<file path="config.mk">
export PLATFORM = sky130hd
export DESIGN_NAME = chunked_add_seq
export DESIGN_NICKNAME = d
export VERILOG_FILES = /design/src/rtl/chunked_add_seq.sv
export SDC_FILE = /design/constraint.sdc
export NUM_CORES = 1
export LEC_CHECK = 0
export CAP_MARGIN = 20
export CORE_MARGIN = 2
export CORE_UTILIZATION = 55
export CTS_BUF_LIST = sky130_fd_sc_hd__clkbuf_2 sky130_fd_sc_hd__clkbuf_4 sky130_fd_sc_hd__clkbuf_8
export CTS_CLUSTER_DIAMETER = 50
export CTS_CLUSTER_SIZE = 30
export DETAILED_ROUTE_END_ITERATION = 10
export PLACE_DENSITY = 0.86
export SLEW_MARGIN = 20
export SYNTH_ARGS = -nofsm -noshare
export SYNTH_HDL_FRONTEND = slang
export SYNTH_SLANG_ARGS = --single-unit
</file>
<file path="constraint.sdc">
create_clock -name clk -period 8.25 [get_ports clk]
set_input_delay 1.65 -clock clk [delete_from_list [all_inputs] [get_ports clk]]
set_output_delay 1.65 -clock clk [all_outputs]
set_load 0.005 [all_outputs]
</file>
<file path="src/rtl/chunked_add_seq.sv">
// chunked_add_seq: multi-cycle WIDTH-bit adder that drives one CHUNK-bit ripple
// slice per cycle, LSB chunk first, carrying between chunks in a register.
// valid/ready handshakes on the operand and result sides.
// Optional feature: define CHUNKED_ADD_SUB_EN to add the op_sub port (A-B mode).
//
// state | meaning
// IDLE  | waiting for operands, in_ready=1
// RUN   | adding chunk idx this cycle, busy=1
// DONE  | result held, out_valid=1 until out_ready

module chunked_add_seq #(
    parameter int WIDTH = 16,
    parameter int CHUNK = 4
) (
    input  logic             clk,
    input  logic             rst_n,
    input  logic             in_valid,
    output logic             in_ready,
    input  logic [WIDTH-1:0] a,
    input  logic [WIDTH-1:0] b,
    input  logic             cin,
`ifdef CHUNKED_ADD_SUB_EN
    input  logic             op_sub,
`endif
    input  logic             abort,
    output logic             out_valid,
    input  logic             out_ready,
    output logic [WIDTH-1:0] sum,
    output logic             cout,
    output logic             ovf,
    output logic             busy
);

    localparam int NCHUNK = WIDTH / CHUNK;
    localparam int IDX_W  = (NCHUNK > 1) ? $clog2(NCHUNK) : 1;
    localparam logic [IDX_W-1:0] LAST_IDX = IDX_W'(NCHUNK - 1);

    typedef enum logic [1:0] {
        ST_IDLE,
        ST_RUN,
        ST_DONE
    } state_t;

    state_t           state_q, state_d;
    logic [IDX_W-1:0] idx_q, idx_d;
    logic             carry_q, carry_d;
    logic [WIDTH-1:0] a_q, a_d;
    logic [WIDTH-1:0] b_q, b_d;
    logic [WIDTH-1:0] sum_q, sum_d;
    logic             cout_q, cout_d;
    logic             ovf_q, ovf_d;

    logic [CHUNK-1:0] a_chunk, b_chunk, slice_sum;
    logic [CHUNK:0]   slice_c;
    logic [WIDTH-1:0] b_eff;
    logic             carry_start;

    // Operand conditioning at accept: subtraction stores ~b and forces carry-in to 1.
    always_comb begin
        b_eff       = b;
        carry_start = cin;
`ifdef CHUNKED_ADD_SUB_EN
        if (op_sub) begin
            b_eff       = ~b;
            carry_start = 1'b1;
        end
`endif
    end

    // One CHUNK-bit ripple full-adder slice on the chunk selected by idx.
    always_comb begin
        a_chunk    = a_q[32'(idx_q) * CHUNK +: CHUNK];
        b_chunk    = b_q[32'(idx_q) * CHUNK +: CHUNK];
        slice_c    = '0;
        slice_sum  = '0;
        slice_c[0] = carry_q;
        for (int i = 0; i < CHUNK; i++) begin
            slice_sum[i]   = a_chunk[i] ^ b_chunk[i] ^ slice_c[i];
            slice_c[i+1]   = (a_chunk[i] & b_chunk[i]) | (slice_c[i] & (a_chunk[i] ^ b_chunk[i]));
        end
    end

    // Next-state and datapath update; abort has priority and leaves results untouched.
    always_comb begin
        state_d = state_q;
        idx_d   = idx_q;
        carry_d = carry_q;
        a_d     = a_q;
        b_d     = b_q;
        sum_d   = sum_q;
        cout_d  = cout_q;
        ovf_d   = ovf_q;
        if (abort) begin
            state_d = ST_IDLE;
        end else begin
            case (state_q)
                ST_IDLE: begin
                    if (in_valid) begin
                        state_d = ST_RUN;
                        a_d     = a;
                        b_d     = b_eff;
                        carry_d = carry_start;
                        idx_d   = '0;
                    end
                end
                ST_RUN: begin
                    sum_d[32'(idx_q) * CHUNK +: CHUNK] = slice_sum;
                    carry_d = slice_c[CHUNK];
                    if (idx_q == LAST_IDX) begin
                        cout_d  = slice_c[CHUNK];
                        ovf_d   = slice_c[CHUNK-1] ^ slice_c[CHUNK];
                        state_d = ST_DONE;
                    end else begin
                        idx_d = idx_q + 1'b1;
                    end
                end
                ST_DONE: begin
                    if (out_ready) begin
                        state_d = ST_IDLE;
                    end
                end
                default: begin
                    state_d = ST_IDLE;
                end
            endcase
        end
    end

    // State and datapath registers.
    always_ff @(posedge clk or negedge rst_n) begin
        if (!rst_n) begin
            state_q <= ST_IDLE;
            idx_q   <= '0;
            carry_q <= 1'b0;
            a_q     <= '0;
            b_q     <= '0;
            sum_q   <= '0;
            cout_q  <= 1'b0;
            ovf_q   <= 1'b0;
        end else begin
            state_q <= state_d;
            idx_q   <= idx_d;
            carry_q <= carry_d;
            a_q     <= a_d;
            b_q     <= b_d;
            sum_q   <= sum_d;
            cout_q  <= cout_d;
            ovf_q   <= ovf_d;
        end
    end

    assign in_ready  = (state_q == ST_IDLE);
    assign busy      = (state_q == ST_RUN);
    assign out_valid = (state_q == ST_DONE);
    assign sum       = sum_q;
    assign cout      = cout_q;
    assign ovf       = ovf_q;

endmodule

</file>
; ---- After elaboration in Yosys (flattened, before gate mapping)
; Index checks and enable logic that the tools add are counted.
[word_totals]
ff_bits = 55
latchBits = 0
mem_bits_rw = 0
mem_bits_ro = 0
elab_cells = 63
mem_count = 0
[op_classes]
add_sub_neg = 2
multipliers = 0
n_div = 0
n_lt_le_gt_ge = 0
n_eq_ne = 8
shifts = 4
muxes = 11
n_bitwise = 22
reduce_logical = 8
[ops]
columns = operator, n
row1 = 4-bit negation with 34-bit output, 1
row2 = "4-bit by 34-bit variable shift with 16-bit output, first input constant", 1
row3 = 4-bit by 34-bit indexed part select with 16-bit output, 1
row4 = 16-bit by 5-bit indexed part select with 4-bit output, 2
row5 = 16-bit bitwise mux, 1
row6 = 2-bit two-way mux, 6
row7 = 3-bit AND reduction, 4
row8 = "3-bit by 2-bit inequality test with 1-bit output, second input constant", 3
row9 = 1-bit bitwise XOR, 9
row10 = 1-bit AND, 8
row11 = 2-bit one-hot mux with 3 select lines, 1
row12 = "2-bit equality test, second input constant", 2
row13 = "2-bit inequality test, second input constant", 2
row14 = 1-bit bitwise OR, 4
row15 = 2-bit one-hot mux with 2 select lines, 1
row16 = 4-bit AND reduction, 1
row17 = "2-bit by 1-bit adder with 2-bit output, second input constant", 1
row18 = "2-bit by 1-bit equality test with 1-bit output, second input constant", 1
row19 = 2-bit zero test, 1
row20 = 1-bit one-hot mux with 2 select lines, 1
row21 = 2-bit AND reduction, 1
row22 = 2-bit nonzero test, 1
row23 = 1-bit two-way mux, 1
row24 = 1-bit inverter, 1

; ---- Longest topological paths before layout
; Gate-level depths: netlist of the first run.
[logic_depth]
ltp_word = 11
ltp_mapped = 12

; ---- Worst setup path after synthesis of the first run
; No wires, ideal clock.
[synth_path]
kind = reg-to-reg
start = register idx_q[0]
end = register ovf_q (netlist: ovf)
arrival_ns = 2.828
required_ns = 8.125
setup_slack_ns = 5.297
stages_incl_launch_ff = 11
n_path_buf = 2
period_less_slack_ns = 2.953
path_cell_list = dfrtp_1 buf_2 buf_2 mux4_2 fa_1 inv_1 fa_1 inv_1 fa_1 xnor2_1 mux2_2
[synth_via]
elab_chain_len = 11
[synth_rtl]
columns = item, line_no
row1 = "start, declared", 45  ; logic [IDX_W-1:0] idx_q, idx_d;
row2 = "start signal, assigned", 142  ; idx_q <= idx_d;
row3 = "16-bit by 5-bit indexed part select with 4-bit output, on equally long branches", "72, 73"
row4 = 1-bit bitwise XOR, 79  ; slice_c[i+1] = (a_chunk[i] & b_chunk[i]) | (slice_c[i] & (a_chunk[i] ^ b_chunk[i]));
row5 = 1-bit AND, 79
row6 = 1-bit bitwise OR, 79
row7 = 1-bit AND, 79
row8 = 1-bit bitwise OR, 79
row9 = 1-bit AND, 79
row10 = 1-bit bitwise OR, 79
row11 = 1-bit AND, 79
row12 = 1-bit bitwise OR (*), 79
row13 = named net slice_c[4], 54  ; logic [CHUNK:0] slice_c;
row14 = 1-bit bitwise XOR (*), 111  ; ovf_d = slice_c[CHUNK-1] ^ slice_c[CHUNK];
row15 = "end signal, assigned", 148  ; ovf_q <= ovf_d;
row16 = "end, declared", 51  ; logic ovf_q, ovf_d;
; Mark *: on every way through the listed nets, which the timed path passes. The rest lies on a longest branch.
; A chain may end at the register's enable or synchronous reset.

; ---- Final worst setup path of the first run
[layout_path]
start = register state_q[0]
end = output busy
[layout_via]
elab_chain_len = 1
[layout_rtl]
columns = item, line_no
row1 = "start, declared", 44  ; state_t state_q, state_d;
row2 = "start signal, assigned", 141  ; state_q <= state_d;
row3 = 2-bit by 1-bit equality test with 1-bit output, 153  ; assign busy = (state_q == ST_RUN);
row4 = "end, declared", 31  ; output logic busy
; Every way passes these cells.

==> qor.yml, run 1 <==
routing:
  routed.top_layer: "met4"
  met3WireLength_um: 231
  met2_length_um: 2470
  met1_length_um: 2150
  wl_per_cell_um: 15.9
  ant_nets: 0
  wirelength_um: 4980
  drtPass1Iterations: 4
  post_drt_via_cell_ratio: 5.50
  dr_total_vias: 1720
  first_iter_violations: 152
  drcViolationCount: 0
floorplan:
  dieWidth_um: 73.6
  initial_core_util: 0.568
  core_mm2: 0.00469
  die_height_um: 73.6
  ios: 59
  dieArea_mm2: 0.00542
  rows: 25
layout:
  drive_above_1_share: 0.208
  n_fill_cell: 340
  final_cell_area_mm2: 0.00332
  antenna_cells_inserted: 0
  layout.nets: 306
  fin_cells: 313
  postLayoutCoreUtil: 0.709
  syn2layout_area_growth_pct: 24.8
clock_tree:
  htreeDepth: 2
  clkSinkCount: 55
  post_cts_buffers: 0
  clock-root-buffer: "clkbuf_8"
  cts_hold_buffers: 0
  clk_path_buf_depth: 2
  numCtsBuffers: 5
  clkTransAtPathRegs_ns: 0.09
  cts_resized: 0
  cts_tree: "built"
  insertion_delay_ns: 0.30
timing:
  finalSetupTns_ns: 0
  hold_violations: 0
  period_needed_ns: 3.47
  tightest_slew_ns: 0.776
  max_clock_freq_mhz: 288
  post-route-period-util: 0.421
  drv_slew: 0
  slew_headroom: 0.483
  rsz0062_at_grt: "no"
  setup_viol: 0
  finClkSkew_ns: 0.00540
pwr:
  p_leak_uw: 0.00140
  ir_drop_mv: 0.127
  power.total_uw: 873
  power-per-cell-area_mw_per_mm2: 263
synth:
  synth_area_per_cell_um2: 13.0
  ys_async_sr_fraction: 1.00
  synthesis.nets: 253
  synthCells: 205
  ys_types: 29
  syn_area_mm2: 0.00266
  synth_seq_area_share: 0.517
  synth-seq-cells: 55
  synth_edf_count: 0
  ys.flop_type: "dfrtp_1"
  ys_warn_count: 0
hold_path:
  hp-class: "register to register"
place:
  hpwl_um: 3710
  dp.cells: 305
  gp_congestion: 0.746
  placedInstanceArea_mm2: 0.00324
  port_buffers: 58
worst_setup_path:
  critPathMaxFanout: 13
  crit_arrival_ns: 1.82
  r2r_slack_ns: 4.89
  required_ns: 6.60
  start_kind: "register"
  crit_type: "register to primary output"
  critical_path.endpoint_type: "primary output"
run:
  cap_violations: 0
global_route:
  grt_usage: 0.204
  grt_pass1_vias: 1710
  grt_pass1_wl_um: 8240
  antenna_found_initial: 0
  grt_max_degree: 56
  gr-total-overflow: 0
outcome:
  status: "finished, final reports clean"
-- logic make-up after synthesis --
logic type	synth area share
flip-flops	0.517
AND/OR/NAND/NOR	0.103
multiplexers	0.223
buffers and inverters	0.0493
AO/OA/AOI/OAI	0.0470
adder cells (fa/ha/maj)	0.0582
XOR/XNOR	0.00329
-- registers in the layout, indices dropped and copies added, names as in the netlist --
| register | flops |
|---|---|
| cout | 1 |
| idx_q | 2 |
| state_q | 2 |
| sum | 16 |
| b_q | 16 |
| ovf | 1 |
| a_q | 16 |
| carry_q | 1 |
-- cell type report --
class	instances	area (µm²)	share of cell area
clock buffer	7	83.8	0.0252
clock inverter	1	5.00	0.00151
inverter	12	45.0	0.0135
multi-input combinational	124	1160	0.348
sequential	55	1380	0.414
tap	54	67.6	0.0203
timing repair buffer	60	591	0.178
-- worst max-delay path, cell delays in order (launching register included) --
cell and delay, ns:
dfrtp_1 0.60, nor2b_1 0.35, clkdlybuf4s50_1 0.57
-- synth_stat cells, types with 3 or more instances --
master / number / area share
nor2_1: 3 / 0.0042
o21ai_0: 10 / 0.019
ha_1: 6 / 0.028
o31ai_1: 8 / 0.023
nor3b_1: 3 / 0.0085
clkbuf_1: 7 / 0.0099
mux4_2: 8 / 0.068
mux2i_1: 3 / 0.011
nand2_1: 26 / 0.037
dfrtp_1: 55 / 0.52
inv_1: 12 / 0.017
fa_1: 4 / 0.030
buf_2: 3 / 0.0056
buf_6: 4 / 0.017
mux2_2: 34 / 0.14
nand4bb_1: 4 / 0.017
-- cells in the final DEF (no fill, tap or decap), types with 3 or more instances in the layout --
cell	netlist	layout
clkbuf_8	0	5
clkdlybuf4s50_1	0	57
dfrtp_1	55	55
fa_1	4	4
ha_1	6	6
inv_1	12	12
mux2_2	34	34
mux2i_1	3	3
mux4_2	8	8
nand2_1	26	26
nand4bb_1	4	4
nor2_1	3	3
nor3b_1	3	3
o21ai_0	10	10
o31ai_1	8	8
-- layer usage --
layer | track usage | vias up
met2 | 0.321 | 54
li1 | - | 815
met4 | 0.0808 | 0
met3 | 0.0508 | 10
met1 | 0.273 | 841
met5 | 0 | -
-- power breakdown --
| group | total, µW | switching [µW] | internal [µW] |
|---|---|---|---|
| combinational | 346 | 158 | 188 |
| clock | 149 | 82.2 | 66.4 |
| sequential | 379 | 49.8 | 329 |
| total | 873 | 290 | 583 |
-- path summary, 6_finish.rpt --
check                                  startpoint                   to  cells after the start
max                        state_q[0]$_DFFE_PN0P_                 busy                      2
min                            sum[8]$_DFFE_PN0P_   sum[8]$_DFFE_PN0P_                      2
max reg2reg                  idx_q[0]$_DFFE_PN0P_      ovf$_DFFE_PN0P_                     11
min reg2reg                    sum[8]$_DFFE_PN0P_   sum[8]$_DFFE_PN0P_                      2
max in group asynchronous                   rst_n  b_q[10]$_DFFE_PN0P_                      2
min in group asynchronous                   rst_n   sum[4]$_DFFE_PN0P_                      2
-- per-stage QoR --
stage / hold slack [ns] / setup WS [ns]
after floorplan: 0.473 / 5.30
after global placement: 0.465 / 4.85
after detailed placement: 0.467 / 4.82
after CTS: 0.487 / 4.77
after global routing: 0.505 / 4.65
final: 0.481 / 4.78
(Power assumes the default switching activity.)
==> run 2, diff against run 1 <==
Settings changed: CORE_UTILIZATION 55 to 52, PLACE_DENSITY 0.86 to 0.82.
Clock period 8.25 ns to 3.55 ns, I/O delays scaled along.
==> run 2 against run 1 <==
First-iteration DRC count shrank 32%. Wire length is 0.34% lower. Global-route usage decreased by 0.23 points. Final area is 1.0% higher. Register-to-register slack worse by 4.3 ns. Critical path type is now register to register. Critical endpoint is now ovf$_DFFE_PN0P_. Largest power group unchanged. Highest routed layer unchanged.
==> qor.yml, run 2 (same netlist as run 1, synthesis figures left out) <==
place:
  gp_congestion: 0.771  # was 0.746
  hpwl_um: 3880  # was 3710 µm
  port_buffers: 58  # unchanged
timing:
  post-route-period-util: 0.821
  rsz0062_at_grt: "no"  # unchanged
  max_clock_freq_mhz: 343
  drv_slew: 0  # unchanged
  period_needed_ns: 2.91
  setup_viol: 0  # unchanged
  finalSetupTns_ns: 0  # unchanged
  hold_ws_ns: 0.392  # was 0.481 ns
  slew_headroom: 0.599  # was 0.483
  hold_violations: 0  # unchanged
  finClkSkew_ns: 0.00836  # was 0.00540 ns
  tightest_slew_ns: 0.601  # was 0.776 ns
layout:
  final_common_cell: "clkdlybuf4s50_1"  # unchanged
  antenna_cells_inserted: 0  # unchanged
  syn2layout_area_growth_pct: 26.1  # was 24.8%
  layout.nets: 308  # was 306
  final_cell_mix: "clkdlybuf4s50_1 (57), dfrtp_1 (55), mux2_2 (34)"  # unchanged
  drive_above_1_share: 0.215  # was 0.208
global_route:
  grt_pass1_wl_um: 8460  # was 8240 µm
  gr-total-overflow: 0  # unchanged
  grt_pass1_vias: 1769  # was 1,710
  grt_usage: 0.202  # was 0.204
  antenna_found_initial: 0  # unchanged
  grt_max_degree: 33  # was 56
worst_setup_path:
  crit_arrival_ns: 3.12  # was 1.82 ns
  required_ns: 3.76  # was 6.60 ns
  critical_path.endpoint_type: "register"  # was primary output
  start_kind: "register"  # unchanged
  crit_type: "register to register"  # was register to primary output
  critPathMaxFanout: 16  # was 13
routing:
  drcViolationCount: 0  # unchanged
  ant_nets: 0  # unchanged
  wl_per_cell_um: 15.0  # was 15.9 µm
  post_drt_via_cell_ratio: 5.24  # was 5.50
  wirelength_um: 4960  # was 4980 µm
  dr_total_vias: 1736  # was 1,720
  first_iter_violations: 103  # was 152
  drtPass1Iterations: 4  # unchanged
pwr:
  power-per-cell-area_mw_per_mm2: 600  # was 263 mW/mm²
  p_leak_uw: 0.00141  # was 0.00140 µW
  ir_drop_mv: 0.400  # was 0.127 mV
clock_tree:
  post_cts_buffers: 0  # unchanged
  clkTransAtPathRegs_ns: 0.10  # was 0.09 ns
  htreeDepth: 2  # unchanged
  insertion_delay_ns: 0.31  # was 0.30 ns
  clkSinkCount: 55  # unchanged
  cts_tree: "built"  # unchanged
  clock-root-buffer: "clkbuf_8"  # unchanged
  cts_hold_buffers: 0  # unchanged
  clk_path_buf_depth: 2  # unchanged
  cts_resized: 0  # unchanged
  numCtsBuffers: 5  # unchanged
floorplan:
  dieWidth_um: 75.6  # was 73.6 µm
  die_height_um: 75.6  # was 73.6 µm
  initial_core_util: 0.532  # was 0.568
  rows: 26  # was 25
  core_mm2: 0.00501  # was 0.00469 mm²
  dieArea_mm2: 0.00571  # was 0.00542 mm²
  ios: 59  # unchanged
run:
  cap_violations: 0  # unchanged
hold_path:
  hp-class: "primary input to async pin"  # was register to register
outcome:
  status: "finished, final reports clean"  # unchanged
[run 2: worst max-delay path, cell delays in order (launching register included)]
cell     delay, ns
dfrtp_1       0.42
buf_4         0.27
mux4_2        0.55
fa_1          0.42
inv_1         0.07
fa_1          0.20
inv_1         0.07
fa_1          0.41
xnor2_1       0.14
mux2_2        0.26
[run 2: metrics by stage]
stage	power (µW)	instance area (µm²)	utilization	instances	setup WS [ns]
floorplan	1400	2660	-	205	0.597
global placement	1670	3270	0.653	323	0.685
detailed placement	1700	3270	0.653	323	0.620
CTS	2030	3360	0.670	331	0.606
global route	2170	3360	0.670	331	0.429
finish	2010	3360	0.670	331	0.635
[run 2: power by group]
group          switching (µW)  leakage (µW)  internal (µW)
Clock                     201     0.0000483            139
Combinational             383      0.000675            440
Sequential               84.8      0.000689            765
[run 2: worst paths after layout]
check	slack (ns)	depth (start not counted)	to	from
worst max-delay path	0.64	9	ovf$_DFFE_PN0P_	idx_q[0]$_DFFE_PN0P_
worst min-delay path	0.39	1	sum[8]$_DFFE_PN0P_	rst_n
worst max register to register	0.64	9	ovf$_DFFE_PN0P_	idx_q[0]$_DFFE_PN0P_
worst min register to register	0.48	2	sum[13]$_DFFE_PN0P_	sum[13]$_DFFE_PN0P_
max in group asynchronous	2.37	2	b_q[15]$_DFFE_PN0P_	rst_n
min in group clk	0.48	2	sum[13]$_DFFE_PN0P_	sum[13]$_DFFE_PN0P_
[run 2: routing by layer]
| metal | up-vias | GRT usage | share of wire |
|---|---|---|---|
| met5 | - | 0 | 0 |
| met1 | 851 | 0.260 | 0.43 |
| met4 | 0 | 0.0546 | 0.018 |
| met3 | 10 | 0.0516 | 0.045 |
| met2 | 54 | 0.343 | 0.51 |
| li1 | 821 | - | - |
[run 2: layout make-up]
cell class                 instances  area (µm²)
inverter                          12        45.0
tap                               70        87.6
multi-input combinational        124        1160
timing repair buffer              62         606
clock inverter                     3        18.8
sequential                        55        1380
clock buffer                       5        68.8
fill                             398        1650
